File: config.mk
export PLATFORM = sky130hd
export DESIGN_NAME = system_sysid_checker_timer
export DESIGN_NICKNAME = d
export VERILOG_FILES = /design/src/rtl/system_sysid_checker_timer.sv
export SDC_FILE = /design/constraint.sdc
export NUM_CORES = 1
export LEC_CHECK = 0
export CORE_AREA = 2 2 39 41
export CTS_BUF_LIST = sky130_fd_sc_hd__clkbuf_4
export CTS_CLUSTER_DIAMETER = 80
export DETAILED_ROUTE_END_ITERATION = 7
export DIE_AREA = 0 0 41 43
export PLACE_DENSITY = 0.73
export SYNTH_ARGS = -nofsm -noshare
export SYNTH_HDL_FRONTEND = slang
export SYNTH_SLANG_ARGS = --single-unit
File: constraint.sdc
create_clock -name clock -period 1.31 [get_ports clock]
set_input_delay 0.131 -clock clock [delete_from_list [all_inputs] [get_ports clock]]
set_output_delay 0.131 -clock clock [all_outputs]
set_load 0.01 [all_outputs]
File: src/rtl/system_sysid_checker_timer.sv
// Per-attempt waitrequest counter and per-check retry counter for the sysid checker.
module system_sysid_checker_timer #(
  parameter int unsigned TIMEOUT_CYCLES = 255,
  parameter int unsigned MAX_RETRIES    = 3
) (
  input  logic clock,
  input  logic reset,
  input  logic clear,
  input  logic wait_en,
  input  logic retry_inc,
  input  logic retry_clear,
  output logic expired,
  output logic retries_exhausted
);

  localparam int unsigned WaitW  = (TIMEOUT_CYCLES > 1) ? $clog2(TIMEOUT_CYCLES + 1) : 1;
  localparam int unsigned RetryW = $clog2(MAX_RETRIES + 2);

  logic [WaitW-1:0]  wait_cnt_q;
  logic [RetryW-1:0] retry_cnt_q;

  // Expiry is flagged on the last stalled cycle so the attempt lasts exactly TIMEOUT_CYCLES.
  assign expired           = wait_en && (wait_cnt_q == WaitW'(TIMEOUT_CYCLES - 1));
  assign retries_exhausted = (retry_cnt_q >= RetryW'(MAX_RETRIES));

  always_ff @(posedge clock or posedge reset) begin
    if (reset) begin
      wait_cnt_q <= '0;
    end else if (clear) begin
      wait_cnt_q <= '0;
    end else if (wait_en) begin
      wait_cnt_q <= wait_cnt_q + 1'b1;
    end
  end

  always_ff @(posedge clock or posedge reset) begin
    if (reset) begin
      retry_cnt_q <= '0;
    end else if (retry_clear) begin
      retry_cnt_q <= '0;
    end else if (retry_inc) begin
      retry_cnt_q <= retry_cnt_q + 1'b1;
    end
  end

endmodule

==> flow_metrics.env, run 1 <==
export IMPL_fmax_ghz=0.676
export IMPL_cts_root_buf="clkbuf_4"
export IMPL_postCtsHoldBufs=0
export IMPL_fin_skew_ps=2.19
export IMPL_async_flop_share_pct=100
export IMPL_rsz0062_at_grt="true"
export IMPL_clkSinkCount=11
export IMPL_layout_setup_ws_ps=-170
export IMPL_synthTopCellsByArea="dfrtp_1, ha_1, nor2_1"
export IMPL_clk_pin_slew_worst_paths_ps=70
export IMPL_timing_final_crit_share_pct=113
export IMPL_status="complete, but fails checks"
export IMPL_final_nets=85
export IMPL_worstPathMaxFanout=2
export IMPL_place_area_um2=713
export IMPL_antenna_left=0
export IMPL_start_util_pct=40.2
export IMPL_io_pins=8
export IMPL_cp_buffers_inverters=1
export IMPL_worst_path_max_delay_cell="dfrtp_1"
export IMPL_drc=0
export IMPL_die_x_um=41
export IMPL_routed_wl_um=1070
export IMPL_synth_seq_area_share_pct=49.4
export IMPL_layout_drive_gt1_share_pct=28.4
export IMPL_rrSetupSlack_ps=110
export IMPL_grt_overflow=0
export IMPL_cts_buffers_inserted=3
export IMPL_p_total_uw=730
export IMPL_drv_cap=0
export IMPL_worst_slew_pin_slew_ps=404
export IMPL_finalSetupViolCount=1
export IMPL_crit_required_ps=1180
export IMPL_cts_buffer_depth=2
export IMPL_core_um2=1380
export IMPL_dp_slack_ps=-294
export IMPL_clk_latency_ps=270
export IMPL_worstPathCellList="ha_2 > ha_4 > a211o_1 > buf_2"
export IMPL_hold_path_class="input pin to asynchronous set/reset pin"
export IMPL_synth_edf_count=0
export IMPL_dieArea_um2=1760
export IMPL_ir_worst_vdd_mv=0.493
export IMPL_rows=14
export IMPL_gp_congestion=0.710
export IMPL_avgSynthCellArea_um2=10.1
export IMPL_startpoint_type="flip-flop"
export IMPL_ys_flop_type="dfrtp_1"
export IMPL_synth_cell_types=18
export IMPL_post_place_cells=86
export IMPL_instances_no_fill=90
export IMPL_netlist_area_um2=557
export IMPL_die_h_um=43
export IMPL_crit_family="flip-flops"
export IMPL_relSlewSlack_pct=73.0
export IMPL_crit_path_end_kind="output port"
export IMPL_synth_common_cells="dfrtp_1, nor2_1, ha_1, nand4_1"
export IMPL_cts_tree="built"
export IMPL_post_drt_wl_per_cell_um=11.8
export IMPL_violations="setup timing"
export IMPL_area_delta_synth_final_pct=36.2
export IMPL_cts_setup_buffers=0
export IMPL_finalHoldViolCount=0
export IMPL_viasPerCell=5.24
export IMPL_vias=472
export IMPL_grt_pass1_vias=465
export IMPL_final_min_clock_period_ps=1480
export IMPL_grt_pass1_wl_um=1800
export IMPL_syn_num_nets=65
export IMPL_cts_htree_levels=1
export IMPL_critPathMaxStageDelay_ps=380
export IMPL_grt_usage_pct=16.2
export IMPL_dr_pass1_iters=4
export IMPL_antenna_cells=0
export IMPL_power_density_nw_per_um2=963
export IMPL_antenna_found_initial=0
export IMPL_dp_hpwl_um=800
export IMPL_path_class="flip-flop to output port"
export IMPL_arrival_ps=1350
export IMPL_final_area_um2=758
export IMPL_synth_top_area_share_pct=49.4
export IMPL_synth_most_common_cell="dfrtp_1"
export IMPL_synth_seq_cells=11
export IMPL_drtIter0Drc=5
export IMPL_netlist_instances=55
export IMPL_grt_max_degree=12
export IMPL_drv_slew=0
export IMPL_synth_area_leader_cell="dfrtp_1"
export IMPL_io_buffer_count=7
export IMPL_yosys_warnings=0
export IMPL_leakage_nw=0.355
## worst paths after layout
path | depth (start not counted) | startpoint | end
min | 2 | reset | retry_cnt_q[1]$_DFFE_PP0P_
min in group clock | 2 | retry_clear | retry_cnt_q[1]$_DFFE_PP0P_
max | 4 | retry_cnt_q[0]$_DFFE_PP0P_ | retries_exhausted
max reg2reg | 5 | wait_cnt_q[0]$_DFFE_PP0P_ | wait_cnt_q[6]$_DFFE_PP0P_
max in group asynchronous | 2 | reset | wait_cnt_q[5]$_DFFE_PP0P_
min reg2reg | 2 | wait_cnt_q[7]$_DFFE_PP0P_ | wait_cnt_q[7]$_DFFE_PP0P_
## placed cells by master, fill, tap and decap left out, types with 2 or more instances in the layout
cell type / instances
dfrtp_1: 11
nor2_1: 9
buf_4: 9
clkdlybuf4s50_1: 5
nand4_1: 4
clkbuf_4: 4
or3_1: 3
inv_1: 3
xor2_1: 3
a211oi_1: 2
o21ai_0: 2
a21oi_1: 2
xnor2_1: 2
nand3_1: 2
ha_2: 2
buf_2: 2
## report_power, final
| group | switching, mW | internal [mW] |
|---|---|---|
| clock | 0.111 | 0.139 |
| combinational | 0.0554 | 0.0626 |
| sequential | 0.00833 | 0.354 |
## area by class of cell
class                           count  area [um^2]
Fill cell                         135          626
Multi-Input combinational cell     39          283
Sequential cell                    11          275
Timing Repair Buffer               17          139
Clock buffer                        4         30.0
Tap cell                           16         20.0
Inverter                            3         11.3
## per-layer routing
layer | up-vias | part of all wire, % | GRT usage [%] | wire length, um
met5 | - | 0 | 0 | 0
met2 | 11 | 51 | 25.3 | 548
met4 | 0 | 4.1 | 12.0 | 44
li1 | 229 | - | - | -
met3 | 5 | 2.5 | 3.14 | 27
met1 | 227 | 42 | 18.1 | 445
## registers in the layout, summed over array words and instances (netlist names)
register,cells
wait_cnt_q,8
retry_cnt_q,3
## kinds of logic after synthesis
| group | Yosys count | share of synthesized area [%] |
|---|---|---|
| AO/OA/AOI/OAI | 9 | 9.66 |
| XOR/XNOR | 5 | 7.87 |
| adder cells (fa/ha/maj) | 4 | 8.99 |
| buffers and inverters | 5 | 3.59 |
| flip-flops | 11 | 49.4 |
| multiplexers | 1 | 1.80 |
| AND/OR/NAND/NOR | 20 | 18.6 |
## what timing repair did
action,4_1_cts,5_1_grt
resized for setup,11,4
endpoints found under the setup margin,2,3
pin swaps,2,3
## metrics by stage
stage	TNS, ps	utilization (%)	hold slack, ps
after floorplan	0	-	-16.6
after global placement	-735	51.5	453
after detailed placement	-788	51.5	450
after CTS	-192	54.1	155
after global routing	-256	54.8	200
final	-170	54.8	144
No activity file was read; power rests on OpenSTA's default activity.
==> run 2: changes to the inputs <==
Settings changed: GPL_ROUTABILITY_DRIVEN from default to 0.
==> results of run 2 <==
The final DEF is identical to that of run 1; final timing and power are the same.
==> run 3: changes to the inputs <==
Settings changed: CTS_CLUSTER_DIAMETER 80 to default, PLACE_DENSITY 0.73 to 0.71, REMOVE_ABC_BUFFERS from default to 1.
==> flow_metrics.env, run 3 (synthesis gave the netlist of run 1 again) <==
export IMPL_final_min_clock_period_ps=1500
export IMPL_vias=463
export IMPL_dp_hpwl_um=780
export IMPL_power_density_nw_per_um2=954
export IMPL_rows=14
export IMPL_grt_usage_pct=14.8
export IMPL_path_class="flip-flop to output port"
export IMPL_cts_htree_levels=1
export IMPL_antenna_left=0
export IMPL_dr_pass1_iters=2
export IMPL_core_um2=1380
export IMPL_worstPathMaxFanout=2
export IMPL_leakage_nw=0.356
export IMPL_grt_overflow=0
export IMPL_mostFrequentLayoutCell="dfrtp_1"
export IMPL_routed_wl_um=1060
export IMPL_post_drt_wl_per_cell_um=11.8
export IMPL_clk_pin_slew_worst_paths_ps=80
export IMPL_layout_drive_gt1_share_pct=27.0
export IMPL_startpoint="retry_cnt_q[0]$_DFFE_PP0P_"
export IMPL_cts_buffers_inserted=3
export IMPL_start_util_pct=40.2
export IMPL_cts_setup_buffers=0
export IMPL_drv_cap=0
export IMPL_worst_path_max_delay_cell="dfrtp_1"
export IMPL_place_area_um2=713
export IMPL_critPathMaxStageDelay_ps=390
export IMPL_largest_register="wait_cnt_q"
export IMPL_area_delta_synth_final_pct=35.7
export IMPL_startpoint_type="flip-flop"
export IMPL_postCtsHoldBufs=0
export IMPL_largest_reg_flops=8
export IMPL_fillers=127
export IMPL_die_h_um=43
export IMPL_reg2reg_from="wait_cnt_q[0]$_DFFE_PP0P_"
export IMPL_violations="setup timing"
export IMPL_rsz0062_at_grt="true"
export IMPL_clk_latency_ps=280
export IMPL_timing_final_crit_share_pct=114
export IMPL_status="complete, but fails checks"
export IMPL_finalHoldViolCount=0
export IMPL_cts_tree="built"
export IMPL_ir_worst_vdd_mv=0.607
export IMPL_drv_slew=0
export IMPL_io_pins=8
export IMPL_layout_setup_ws_ps=-188
export IMPL_utilization_pct=54.6
export IMPL_drtIter0Drc=8
export IMPL_cts_buffer_depth=2
export IMPL_layout_common_cells="dfrtp_1, nor2_1, buf_4"
export IMPL_grt_pass1_vias=448
export IMPL_grt_pass1_wl_um=1670
export IMPL_io_buffer_count=7
export IMPL_worstPathCellList="ha_2 > ha_4 > a211o_1 > buf_2"
export IMPL_antenna_cells=0
export IMPL_fin_skew_ps=11.2
export IMPL_grt_max_degree=12
export IMPL_crit_path_end_kind="output port"
export IMPL_relSlewSlack_pct=72.4
export IMPL_cts_root_buf="clkbuf_4"
export IMPL_drc=0
export IMPL_p_total_uw=721
export IMPL_fmax_ghz=0.667
export IMPL_final_area_um2=756
export IMPL_dieArea_um2=1760
export IMPL_reg2reg_depth=5
export IMPL_r2r_end="wait_cnt_q[6]$_DFFE_PP0P_"
export IMPL_antenna_found_initial=0
export IMPL_final_nets=85
export IMPL_worst_slew_pin_slew_ps=414
export IMPL_die_x_um=41
export IMPL_crit_required_ps=1180
export IMPL_arrival_ps=1370
export IMPL_finalSetupViolCount=2
export IMPL_viasPerCell=5.14
export IMPL_top_regs="wait_cnt_q x8, retry_cnt_q x3"
export IMPL_clkSinkCount=11
export IMPL_hold_path_class="input pin to asynchronous set/reset pin"
export IMPL_rrSetupSlack_ps=40
run 3: changes by cell type in the layout (fill, tap and decap cells not counted), sizes merged:
| cell | delta |
|---|---|
| clkbuf | -1 |
| clkinv | +1 |
run 3: layer usage:
layer  vias to the layer above  routed length [um]  global-route usage (%)
li1                        229                   -                       -
met1                       220                 443                    15.9
met2                         9                 535                    22.2
met3                         5                  36                    3.14
met4                         0                  44                    14.0
met5                         -                   0                       0
run 3: worst max-delay path by stage:
stage / endpoint / cells past startpoint
detailed placement: retries_exhausted / 4
CTS: retries_exhausted / 4
finish: retries_exhausted / 4
global placement: retries_exhausted / 4
floorplan: wait_cnt_q[6]$_DFFE_PP0P_ / 4
global route: retries_exhausted / 4
run 3: final cells by class:
| type | instances | area, um^2 | area share (%) |
|---|---|---|---|
| Inverter | 3 | 11.3 | 1.49 |
| Timing Repair Buffer | 17 | 143 | 18.9 |
| Tap cell | 16 | 20.0 | 2.65 |
| Clock buffer | 3 | 22.5 | 2.98 |
| Multi-Input combinational cell | 39 | 279 | 36.9 |
| Sequential cell | 11 | 275 | 36.4 |
| Clock inverter | 1 | 5.00 | 0.662 |
run 3: critical path: cells and delay by family, from the launching register on:
kind | cells | cell delay (ps)
AOI/OAI and AO/OA | 1 | 210
buffers and inverters | 1 | 140
DFF | 1 | 390
adders and majority gates | 2 | 350
run 3: what timing repair did:
item	4_1_cts	5_1_grt
endpoints found under the setup margin	2	4
pin swaps	3	3
gates resized for setup	11	3
endpoints found under the hold margin	0	0
run 3: where the power goes:
part / total, mW / switching, mW / internal [mW]
clock network: 0.239 / 0.125 / 0.113
logic: 0.120 / 0.0551 / 0.0646
registers: 0.362 / 0.00857 / 0.354
total: 0.721 / 0.189 / 0.532
run 3: through the flow:
step / setup WS (ps) / TNS [ps] / hold WS [ps] / instances
global placement: -259 / -668 / 448 / 86
CTS: -204 / -204 / 148 / 90
finish: -188 / -199 / 135 / 90
floorplan: 116 / 0 / -16.6 / 53
global route: -227 / -328 / 191 / 90
detailed placement: -297 / -769 / 448 / 86
